`src/rtl/adder_compare_seq_if.sv`:
```
// Bus between the adder self-check sequencer and its surroundings:
// run control, operand drive to both adders, adder results and run status.
interface adder_compare_seq_if #(
   parameter int WIDTH = 32
);
   logic             start;
   logic             abort;
   logic [WIDTH-1:0] op_a;
   logic [WIDTH-1:0] op_b;
   logic             op_cin;
   logic [WIDTH-1:0] cla_sum;
   logic             cla_cout;
   logic [WIDTH-1:0] cra_sum;
   logic             cra_cout;
   logic             busy;
   logic             done;
   logic             pass;
   logic [15:0]      err_count;
   logic [15:0]      first_err_idx;
   logic [15:0]      vec_idx;

   // Sequencer side
   modport master (
      input  start, abort, cla_sum, cla_cout, cra_sum, cra_cout,
      output op_a, op_b, op_cin, busy, done, pass, err_count, first_err_idx, vec_idx
   );

   // Environment side (adders and run controller)
   modport slave (
      output start, abort, cla_sum, cla_cout, cra_sum, cra_cout,
      input  op_a, op_b, op_cin, busy, done, pass, err_count, first_err_idx, vec_idx
   );
endinterface

```
`src/rtl/adder_compare_seq.sv`:
```
// Self-check sequencer for a CLA/CRA adder pair. Drives NUM_VECTORS operand
// sets from two Galois LFSRs, lets both adders settle, compares
// {cout,sum} of the two and keeps a saturating mismatch count plus the index
// of the first failing vector.
// Optional feature macro: ADDER_CORNER_VEC_EN -- vectors 0..3 become fixed
// corner cases and the LFSRs hold while they are applied.
module adder_compare_seq #(
   parameter int          WIDTH         = 32,
   parameter int          NUM_VECTORS   = 1000,
   parameter int          SETTLE_CYCLES = 2,
   parameter logic [31:0] SEED          = 32'hACE12468
) (
   input logic                 clk,
   input logic                 rst_n,
   adder_compare_seq_if.master bus
);

   localparam logic [31:0] LFSR_MASK   = 32'h80200003;
   localparam logic [15:0] LAST_VEC    = 16'(NUM_VECTORS - 1);
   localparam logic [15:0] SETTLE_LAST = 16'(SETTLE_CYCLES - 1);
   localparam logic [15:0] IDX_NONE    = 16'hFFFF;

   typedef enum logic [2:0] {
      S_IDLE   = 3'd0,
      S_LOAD   = 3'd1,
      S_SETTLE = 3'd2,
      S_CHECK  = 3'd3,
      S_DONE   = 3'd4
   } state_t;

   state_t           state_r;
   state_t           state_s;
   state_t           nat_s;
   logic [31:0]      lfsr_a_r;
   logic [31:0]      lfsr_b_r;
   logic [WIDTH-1:0] op_a_r;
   logic [WIDTH-1:0] op_b_r;
   logic             op_cin_r;
   logic [15:0]      settle_cnt_r;
   logic             busy_r;
   logic             done_r;
   logic             pass_r;
   logic [15:0]      err_count_r;
   logic [15:0]      first_err_idx_r;
   logic [15:0]      vec_idx_r;
   logic             abort_s;
   logic             mismatch_s;

   // One Galois step, right-shifting, x^32+x^22+x^2+x+1
   function automatic logic [31:0] lfsr_step(input logic [31:0] s);
      if (s[0]) begin
         lfsr_step = {1'b0, s[31:1]} ^ LFSR_MASK;
      end else begin
         lfsr_step = {1'b0, s[31:1]};
      end
   endfunction

`ifdef ADDER_CORNER_VEC_EN
   localparam logic [WIDTH-1:0] ALL_ONES = {WIDTH{1'b1}};
   localparam logic [WIDTH-1:0] ALL_ZERO = {WIDTH{1'b0}};
   localparam logic [WIDTH-1:0] PAT_55   = WIDTH'(32'h55555555);
   localparam logic [WIDTH-1:0] PAT_AA   = WIDTH'(32'hAAAAAAAA);

   // Corner operand A for vectors 0..3
   function automatic logic [WIDTH-1:0] corner_a(input logic [1:0] idx);
      case (idx)
         2'd0:    corner_a = ALL_ZERO;
         2'd1:    corner_a = ALL_ONES;
         2'd2:    corner_a = ALL_ONES;
         2'd3:    corner_a = PAT_55;
         default: corner_a = ALL_ZERO;
      endcase
   endfunction

   // Corner operand B for vectors 0..3
   function automatic logic [WIDTH-1:0] corner_b(input logic [1:0] idx);
      case (idx)
         2'd0:    corner_b = ALL_ZERO;
         2'd1:    corner_b = ALL_ZERO;
         2'd2:    corner_b = ALL_ONES;
         2'd3:    corner_b = PAT_AA;
         default: corner_b = ALL_ZERO;
      endcase
   endfunction
`endif

   // Abort only counts outside IDLE; compare the full 33-bit results
   always_comb begin
      abort_s    = bus.abort && (state_r != S_IDLE);
      mismatch_s = ({bus.cla_cout, bus.cla_sum} != {bus.cra_cout, bus.cra_sum});
   end

   // Next-state logic; abort overrides every natural transition
   always_comb begin
      nat_s = state_r;
      case (state_r)
         S_IDLE: begin
            if (bus.start) nat_s = S_LOAD;
            else           nat_s = S_IDLE;
         end
         S_LOAD:   nat_s = S_SETTLE;
         S_SETTLE: begin
            if (settle_cnt_r == SETTLE_LAST) nat_s = S_CHECK;
            else                             nat_s = S_SETTLE;
         end
         S_CHECK: begin
            if (vec_idx_r < LAST_VEC) nat_s = S_LOAD;
            else                      nat_s = S_DONE;
         end
         S_DONE:  nat_s = S_IDLE;
         default: nat_s = S_IDLE;
      endcase
      if (abort_s) state_s = S_IDLE;
      else         state_s = nat_s;
   end

   // State register
   always_ff @(posedge clk or negedge rst_n) begin
      if (!rst_n) state_r <= S_IDLE;
      else        state_r <= state_s;
   end

   // Status flags: busy follows the state being entered, done trails DONE by one edge
   always_ff @(posedge clk or negedge rst_n) begin
      if (!rst_n) begin
         busy_r <= 1'b0;
         done_r <= 1'b0;
      end else begin
         busy_r <= (state_s == S_LOAD) || (state_s == S_SETTLE) || (state_s == S_CHECK);
         done_r <= (state_r == S_DONE) && !abort_s;
      end
   end

   // Datapath: run init, operand load, settle timer, compare and bookkeeping
   always_ff @(posedge clk or negedge rst_n) begin
      if (!rst_n) begin
         lfsr_a_r        <= SEED;
         lfsr_b_r        <= ~SEED;
         op_a_r          <= {WIDTH{1'b0}};
         op_b_r          <= {WIDTH{1'b0}};
         op_cin_r        <= 1'b0;
         settle_cnt_r    <= 16'd0;
         pass_r          <= 1'b0;
         err_count_r     <= 16'd0;
         first_err_idx_r <= IDX_NONE;
         vec_idx_r       <= 16'd0;
      end else if (!abort_s) begin
         case (state_r)
            S_IDLE: begin
               if (bus.start) begin
                  lfsr_a_r        <= SEED;
                  lfsr_b_r        <= ~SEED;
                  err_count_r     <= 16'd0;
                  first_err_idx_r <= IDX_NONE;
                  vec_idx_r       <= 16'd0;
               end
            end
            S_LOAD: begin
               settle_cnt_r <= 16'd0;
`ifdef ADDER_CORNER_VEC_EN
               if (vec_idx_r < 16'd4) begin
                  op_a_r   <= corner_a(vec_idx_r[1:0]);
                  op_b_r   <= corner_b(vec_idx_r[1:0]);
                  op_cin_r <= (vec_idx_r[1:0] == 2'd1) || (vec_idx_r[1:0] == 2'd2);
               end else begin
                  op_a_r   <= lfsr_a_r[WIDTH-1:0];
                  op_b_r   <= lfsr_b_r[WIDTH-1:0];
                  op_cin_r <= lfsr_a_r[31] ^ lfsr_b_r[31];
                  lfsr_a_r <= lfsr_step(lfsr_a_r);
                  lfsr_b_r <= lfsr_step(lfsr_b_r);
               end
`else
               op_a_r   <= lfsr_a_r[WIDTH-1:0];
               op_b_r   <= lfsr_b_r[WIDTH-1:0];
               op_cin_r <= lfsr_a_r[31] ^ lfsr_b_r[31];
               lfsr_a_r <= lfsr_step(lfsr_a_r);
               lfsr_b_r <= lfsr_step(lfsr_b_r);
`endif
            end
            S_SETTLE: begin
               settle_cnt_r <= settle_cnt_r + 16'd1;
            end
            S_CHECK: begin
               if (mismatch_s) begin
                  if (err_count_r != 16'hFFFF) err_count_r <= err_count_r + 16'd1;
                  if (first_err_idx_r == IDX_NONE) first_err_idx_r <= vec_idx_r;
               end
               if (vec_idx_r < LAST_VEC) vec_idx_r <= vec_idx_r + 16'd1;
            end
            S_DONE: begin
               pass_r <= (err_count_r == 16'd0);
            end
            default: begin
               settle_cnt_r <= 16'd0;
            end
         endcase
      end
   end

   assign bus.op_a          = op_a_r;
   assign bus.op_b          = op_b_r;
   assign bus.op_cin        = op_cin_r;
   assign bus.busy          = busy_r;
   assign bus.done          = done_r;
   assign bus.pass          = pass_r;
   assign bus.err_count     = err_count_r;
   assign bus.first_err_idx = first_err_idx_r;
   assign bus.vec_idx       = vec_idx_r;

endmodule
```
`src/flat_wrapper.sv`:
```
// flat-port wrapper written by rule: the top's interface ports become plain ports
module adder_compare_seq_flat 
#(
   parameter int          WIDTH         = 32,
   parameter int          NUM_VECTORS   = 1000,
   parameter int          SETTLE_CYCLES = 2,
   parameter logic [31:0] SEED          = 32'hACE12468
)
  (clk, rst_n, bus_start, bus_abort, bus_cla_sum, bus_cla_cout, bus_cra_sum, bus_cra_cout, bus_op_a, bus_op_b, bus_op_cin, bus_busy, bus_done, bus_pass, bus_err_count, bus_first_err_idx, bus_vec_idx);
  adder_compare_seq_if #(.WIDTH(WIDTH)) bus_i ();
  input logic clk;
  input logic rst_n;
  input wire logic [$bits(bus_i.start)-1:0] bus_start;
  input wire logic [$bits(bus_i.abort)-1:0] bus_abort;
  input wire logic [$bits(bus_i.cla_sum)-1:0] bus_cla_sum;
  input wire logic [$bits(bus_i.cla_cout)-1:0] bus_cla_cout;
  input wire logic [$bits(bus_i.cra_sum)-1:0] bus_cra_sum;
  input wire logic [$bits(bus_i.cra_cout)-1:0] bus_cra_cout;
  output wire logic [$bits(bus_i.op_a)-1:0] bus_op_a;
  output wire logic [$bits(bus_i.op_b)-1:0] bus_op_b;
  output wire logic [$bits(bus_i.op_cin)-1:0] bus_op_cin;
  output wire logic [$bits(bus_i.busy)-1:0] bus_busy;
  output wire logic [$bits(bus_i.done)-1:0] bus_done;
  output wire logic [$bits(bus_i.pass)-1:0] bus_pass;
  output wire logic [$bits(bus_i.err_count)-1:0] bus_err_count;
  output wire logic [$bits(bus_i.first_err_idx)-1:0] bus_first_err_idx;
  output wire logic [$bits(bus_i.vec_idx)-1:0] bus_vec_idx;
  assign bus_i.start = bus_start;
  assign bus_i.abort = bus_abort;
  assign bus_i.cla_sum = bus_cla_sum;
  assign bus_i.cla_cout = bus_cla_cout;
  assign bus_i.cra_sum = bus_cra_sum;
  assign bus_i.cra_cout = bus_cra_cout;
  assign bus_op_a = bus_i.op_a;
  assign bus_op_b = bus_i.op_b;
  assign bus_op_cin = bus_i.op_cin;
  assign bus_busy = bus_i.busy;
  assign bus_done = bus_i.done;
  assign bus_pass = bus_i.pass;
  assign bus_err_count = bus_i.err_count;
  assign bus_first_err_idx = bus_i.first_err_idx;
  assign bus_vec_idx = bus_i.vec_idx;
  adder_compare_seq #(.WIDTH(WIDTH), .NUM_VECTORS(NUM_VECTORS), .SETTLE_CYCLES(SETTLE_CYCLES), .SEED(SEED)) u_core (.clk(clk), .rst_n(rst_n), .bus(bus_i));
endmodule
```
`config.mk`:
```
export PLATFORM = sky130hd
export DESIGN_NAME = adder_compare_seq_flat
export DESIGN_NICKNAME = d
export VERILOG_FILES = /design/src/rtl/adder_compare_seq_if.sv /design/src/rtl/adder_compare_seq.sv /design/src/flat_wrapper.sv
export SDC_FILE = /design/constraint.sdc
export NUM_CORES = 1
export LEC_CHECK = 0
export BUFFER_PORTS_ARGS = -buffer_cell sky130_fd_sc_hd__buf_2
export CAP_MARGIN = 25
export CORE_MARGIN = 2
export CORE_UTILIZATION = 45
export DETAILED_ROUTE_END_ITERATION = 8
export PLACE_DENSITY = 0.73
export SLEW_MARGIN = 20
export SYNTH_ARGS = -nofsm -noshare
export SYNTH_HDL_FRONTEND = slang
export SYNTH_SLANG_ARGS = --single-unit
```
`constraint.sdc`:
```
create_clock -name clk -period 4.72 [get_ports clk]
set_input_delay 0.472 -clock clk [delete_from_list [all_inputs] [get_ports clk]]
set_output_delay 0.472 -clock clk [all_outputs]
set_load 0.02 [all_outputs]
```
Word-level counts from Yosys, hierarchy flattened --
Index checks and enable logic that the tools add are counted.
Storage, ports and cells: flip-flop bits (word level) 199, output and inout port bits 116
Cells by class: add/subtract/negate cells 3, order comparisons 1, equality and inequality tests 16, multiplexer cells 22, bitwise gates (word level) 5, reduce and logical (&&, ||, !) cells 18
Operators by type and width (count):
- $mux W32 | 4
- $pmux W16 S2 | 4
- $pmux W32 S2 | 2
- $mux W16 | 7
- $add A16 B1 Y16 const B | 3
- $ne A33 B33 Y1 | 1
- $eq A16 B1 Y1 const B | 1
- $eq A16 B16 Y1 const B | 1
- $logic_not A16 Y1 | 1
- $lt A16 B10 Y1 const B | 1
- $ne A16 B16 Y1 const B | 1
- $eq A3 B2 Y1 const B | 4
- $pmux W3 S4 | 1
- $reduce_and A5 Y1 | 2
- $ne A2 B1 Y1 const B | 4
- $not A3 Y4 | 2
- $eq A3 B1 Y1 const B | 2
- $mux W3 | 2
- $reduce_and A2 Y1 | 3
- $reduce_and A4 Y1 | 1
- $reduce_bool A2 Y1 | 2
- $eq A3 B3 Y1 const B | 1
- $logic_not A3 Y1 | 1
- $reduce_and A3 Y1 | 1
- other kinds (9) | 13

Depth between registers and ports, before layout --
word-level depth 7, gate-level depth with buffers 8, gate-level depth less buffers 7

Worst setup path after synthesis --
No wires, ideal clock.
path type register to register, start point register u_core.vec_idx_r[0], in the netlist u_core.bus.vec_idx[0], end point register u_core.vec_idx_r[0], in the netlist u_core.bus.vec_idx[0], library setup time 0.128 ns, arrival time 1.984 ns, data required time 4.592 ns, slack 2.609 ns, stages on the path, launching flop included 8, buffers on the path 0, clock period less this slack 2.111 ns, cell sequence dfrtp_1 -> ha_1 -> a211oi_1 -> nor3_1 -> nor3_1 -> a21oi_1 -> or2_2 -> mux2_1
On the way: cells in the longest elaborated chain, start to end 3
Ends and longest elaborated chain:
- start, declared | line adder_compare_seq.sv:45 | logic [15:0] vec_idx_r;
- start signal, assigned | line adder_compare_seq.sv:188 | if (vec_idx_r < LAST_VEC) vec_idx_r <= vec_idx_r + 16'd1;
- $add A16 B1 Y16 or $lt A16 B10 Y1 (tied branches) | line adder_compare_seq.sv:188
- $mux W16 or $ne A2 B1 Y1 (tied branches)
- $pmux W16 S2 or $reduce_and A4 Y1 (tied branches)
Parallel ways exist; a longest one is shown, timed or not. The select of a mux whose other input is x is not followed. A chain may end at the register's enable or synchronous reset.

Worst setup path after layout --
start point register u_core.state_r[0], end point register u_core.first_err_idx_r[11], in the netlist u_core.bus.first_err_idx[11]
On the way: cells in the longest elaborated chain, start to end 4
Ends and longest elaborated chain:
- start, declared | line adder_compare_seq.sv:31 | state_t state_r;
- start signal, assigned | line adder_compare_seq.sv:120 | else state_r <= state_s;
- parallel branches: the longest is 4 deep, another holds $reduce_and A5 Y1
- end signal, assigned | line adder_compare_seq.sv:186 | if (first_err_idx_r == IDX_NONE) first_err_idx_r <= vec_idx_r;
- end, declared | line adder_compare_seq.sv:44 | logic [15:0] first_err_idx_r;
Parallel ways; which one is timed is not known.

==> results.md <==
- The worst hold-check slack is around 0.10 ns.
- The share of the clock period used by the worst path is 0.552.
- Yosys mapped the design onto 50 distinct sky130hd cell types.
- The buffer type at the clock tree root is sky130_fd_sc_hd__clkbuf_16.
- Along the worst path, the maximum fanout reaches 16.
- For this design the ratio of total power to cell area is 579 nW/um^2.
- Routability-driven placement finished with a final weighted congestion of between 0.8 and 0.9.
- The first-pass iteration count of the detailed router is 7.
- 0 antenna diodes ended up in the layout.
- When the netlist entered floorplanning its net count stood at around 1,000.
- For this configuration, the core starts out at a cell density of 0.456.
- The most frequent standard cell in the layout excluding fill and tap cells is sky130_fd_sc_hd__nand2_1.
- After the last flow step, the layout net total stands at 1,142.
- The clock period could shrink to 2.60 ns.
- The startpoint type of the worst setup path is a flop.
- After floorplanning, the core was divided into a little over 50 placement rows.
- The floorplan step set the die height to 144 microns.
- After legalization and detailed placement, the total HPWL measured 13,800 microns.
- For the final routed database, the setup TNS stands at 0 ns.
- On the final layout, the worst clock skew is 0.00793 ns.
- Headroom to the max-slew limit came out at 0.345.
- For this run the aggregate overflow at the end of global routing stands at 0.
- The arrival time of the worst setup path is between 2 and 3 ns.
- The required arrival time at the worst endpoint is slightly above 5 ns.
- The clock transition at the registers of the reported paths is approximately 0.07 ns.
- The final routed wirelength across all metal layers is about 21,000 microns.
- The sort of element at the end of the critical path is a flop.
- The actual transition at the worst max-transition pin is about 1 ns.
- The number of top-level design ports is 186.
- After synthesis, the mean cell area works out to 9.80 sq um.
- The fraction of layout cells with a size suffix above 1 is 0.269.
- In this run, post-CTS hold repair placed 0 buffers.
- The floorplan step set the die width to 144 microns.
- The TritonCTS sink count is 199.
- The first-iteration detailed-routing DRC count is 448.
- The via count normalized by instance count is 5.15.
- Buffers added to address setup during post-CTS repair amount to 0.
- The run finished with clean final reports.
- The worst IR drop on VDD is around 0.35 mV.
- The post-layout utilization of the core is 0.549.
- Setup repair after global routing left no endpoint under its margin.
- The leakage component of the power is 5.40 nW.
- The number of hold violations in the final report was 0.
- After detailed routing, the number of remaining DRC violations is 0.
- Synthesis handed over a netlist of 899 instances.
- For this run, the top clock speed supported by timing is ~0.38 GHz.
- The number of buffers added on ports is 185.
- The number of flops mapped to enable cells by yosys is 0.
- The clock latency of the later-clocked register in the worst-skew pair is 0.43 ns.
- The number of CTS-inserted buffers is 17.
- Entering global routing, the biggest net connects about 100 pins.
- The buffer depth of the longest clock path is 2.
- The H-tree generated during clock tree synthesis spans 4 levels.
- In the global route stage, overall resource usage came out at 0.206.
- The area growth from synthesis to final layout is 20.6%.
- The number of antenna violations at the first check in global routing is 0.
- The critical path is of the reg -> reg type.
- The classification of the worst-slack hold path is in -> async.
- The most used flip-flop cell after synthesis is sky130_fd_sc_hd__dfrtp_1.
- The area of the die is 20,700 sq um.
- The max-slew violation total from the final report is 0.
- The number of warning messages in the yosys log is 0.
- Counting flops with an async set or reset pin after synthesis yields a share of 1.00.
- The sequential share of the synthesized area is 0.572.
- The final route contains ~6,900 vias.
- The number of global-route vias before repair came to 6,770.
- The summed instance area of the synthesized netlist is 8810 sq um.
- In the layout the commonest cells are 253 x sky130_fd_sc_hd__nand2_1, 184 x sky130_fd_sc_hd__buf_2, 151 x sky130_fd_sc_hd__dfrtp_1.
- Max-cap violations in this run came to 0.
- Once detail routing completed, the nets flagged for antenna violations numbered 0.
- TritonCTS built the clock tree.
- The setup violation total in the final timing report is 0.
- The register bit total from synthesis is 199.
- The core area is between 15,000 and 20,000 sq um.
- The first global-routing pass estimated 33,500 microns of wire.
- Dividing the detail-routed wire length by the instance count gives 15.5 microns.
- The number of instances resized during post-cts repair is 0.
routing by layer:
layer	up-vias	routed length, microns	part of all wire	track usage
li1	3341	-	-	-
met1	3351	9360	0.45	0.268
met2	214	10100	0.48	0.346
met3	17	1220	0.058	0.0447
met4	0	211	0.010	0.0640
met5	-	0	0	0
worst max-delay path, stage by stage (launching register included):
cell	delay [ns]
sky130_fd_sc_hd__dfrtp_1	0.55
sky130_fd_sc_hd__or3b_1	0.52
sky130_fd_sc_hd__a21o_1	0.25
sky130_fd_sc_hd__nor3_4	0.82
sky130_fd_sc_hd__mux2_1	0.39
sequential cells by signal, indices dropped and copies added (netlist names):
register and count:
u_core.bus.busy 1, u_core.bus.err_count 16, u_core.state_r 3, u_core.bus.op_a 32, u_core.bus.op_cin 1, u_core.bus.pass 1
u_core.bus.first_err_idx 16, u_core.settle_cnt_r 16, u_core.bus.vec_idx 16, u_core.bus.op_b 32, u_core.lfsr_a_r 32, u_core.lfsr_b_r 32
u_core.bus.done 1
report_power, final:
part / internal (W) / leakage (nW) / switching [W]
registers: 0.00230 / 2.51 / 0.000348
clock network: 0.000918 / 0.313 / 0.000675
logic: 0.000665 / 2.58 / 0.00124
area by class of cell:
| class | instances | area, sq um |
|---|---|---|
| Fill cell | 1697 | 8720 |
| Clock inverter | 14 | 209 |
| Inverter | 30 | 113 |
| Tap cell | 265 | 332 |
| Timing Repair Buffer | 194 | 1010 |
| Clock buffer | 18 | 439 |
| Multi-Input combinational cell | 625 | 3470 |
| Sequential cell | 199 | 5040 |
logic make-up after synthesis:
family,Yosys count,synth area share
AO/OA/AOI/OAI,124,0.0882
XOR/XNOR,58,0.0577
adder cells (fa/ha/maj),5,0.00710
buffers and inverters,75,0.0358
flip-flops,199,0.572
multiplexers,19,0.0219
AND/OR/NAND/NOR,419,0.217
metrics by stage:
| step | total power, W | setup WS, ns | area (sq um) | instances |
|---|---|---|---|---|
| 5_1_grt | 0.00654 | 2.00 | 10600 | 1345 |
| 2_1_floorplan | 0.00393 | 2.61 | 8810 | 899 |
| 3_3_place_gp | 0.00454 | 2.16 | 9960 | 1312 |
| 6_report | 0.00615 | 2.12 | 10600 | 1345 |
| 4_1_cts | 0.00621 | 2.11 | 10600 | 1344 |
| 3_5_place_dp | 0.00459 | 2.12 | 9960 | 1312 |
cells in the mapped netlist (2+ instances only):
| cell | n | share of area |
|---|---|---|
| sky130_fd_sc_hd__xor2_1 | 43 | 0.043 |
| sky130_fd_sc_hd__nand3b_1 | 2 | 0.0017 |
| sky130_fd_sc_hd__buf_6 | 3 | 0.0038 |
| sky130_fd_sc_hd__o21ai_0 | 56 | 0.032 |
| sky130_fd_sc_hd__nand2_1 | 253 | 0.11 |
| sky130_fd_sc_hd__nand3_1 | 16 | 0.0091 |
| sky130_fd_sc_hd__or4_1 | 3 | 0.0026 |
| sky130_fd_sc_hd__nor4b_1 | 2 | 0.0020 |
| sky130_fd_sc_hd__nand4_1 | 18 | 0.013 |
| sky130_fd_sc_hd__dfstp_2 | 48 | 0.14 |
| sky130_fd_sc_hd__mux2_1 | 2 | 0.0026 |
| sky130_fd_sc_hd__ha_1 | 5 | 0.0071 |
| sky130_fd_sc_hd__o21ai_1 | 3 | 0.0017 |
| sky130_fd_sc_hd__clkbuf_1 | 31 | 0.013 |
| sky130_fd_sc_hd__and3_1 | 6 | 0.0043 |
| sky130_fd_sc_hd__a22o_1 | 29 | 0.029 |
| sky130_fd_sc_hd__o211ai_1 | 2 | 0.0017 |
| sky130_fd_sc_hd__nor4_1 | 17 | 0.012 |
| sky130_fd_sc_hd__nor4_2 | 2 | 0.0028 |
| sky130_fd_sc_hd__and2_1 | 3 | 0.0021 |
| sky130_fd_sc_hd__xnor2_1 | 15 | 0.015 |
| sky130_fd_sc_hd__nor3_1 | 15 | 0.0085 |
| sky130_fd_sc_hd__o21a_1 | 2 | 0.0017 |
| sky130_fd_sc_hd__nand2b_1 | 2 | 0.0014 |
| sky130_fd_sc_hd__nor2_1 | 50 | 0.021 |
| sky130_fd_sc_hd__or3_1 | 17 | 0.012 |
| sky130_fd_sc_hd__mux2i_1 | 17 | 0.019 |
| sky130_fd_sc_hd__a21oi_1 | 24 | 0.014 |
| sky130_fd_sc_hd__nor2b_1 | 2 | 0.0014 |
| sky130_fd_sc_hd__buf_2 | 6 | 0.0034 |
| sky130_fd_sc_hd__inv_1 | 30 | 0.013 |
| sky130_fd_sc_hd__buf_1 | 4 | 0.0017 |
| sky130_fd_sc_hd__dfrtp_1 | 151 | 0.43 |
| sky130_fd_sc_hd__or2_2 | 4 | 0.0028 |
worst paths after layout:
| path | endpoint | depth (start not counted) | start | slack (ns) |
|---|---|---|---|---|
| min in group clk | u_core.state_r[2] | 2 | bus_abort | 0.40 |
| worst max-delay path | u_core.bus.first_err_idx[11] | 4 | u_core.state_r[0] | 2.12 |
| max in group asynchronous | u_core.lfsr_b_r[2] | 2 | rst_n | 3.61 |
| worst min-delay path | u_core.bus.busy | 1 | rst_n | 0.10 |
| worst min register to register | u_core.bus.op_b[17] | 2 | u_core.bus.op_b[17] | 0.47 |
| worst max register to register | u_core.bus.first_err_idx[11] | 4 | u_core.state_r[0] | 2.12 |
Power figures use the tool's default switching activity.
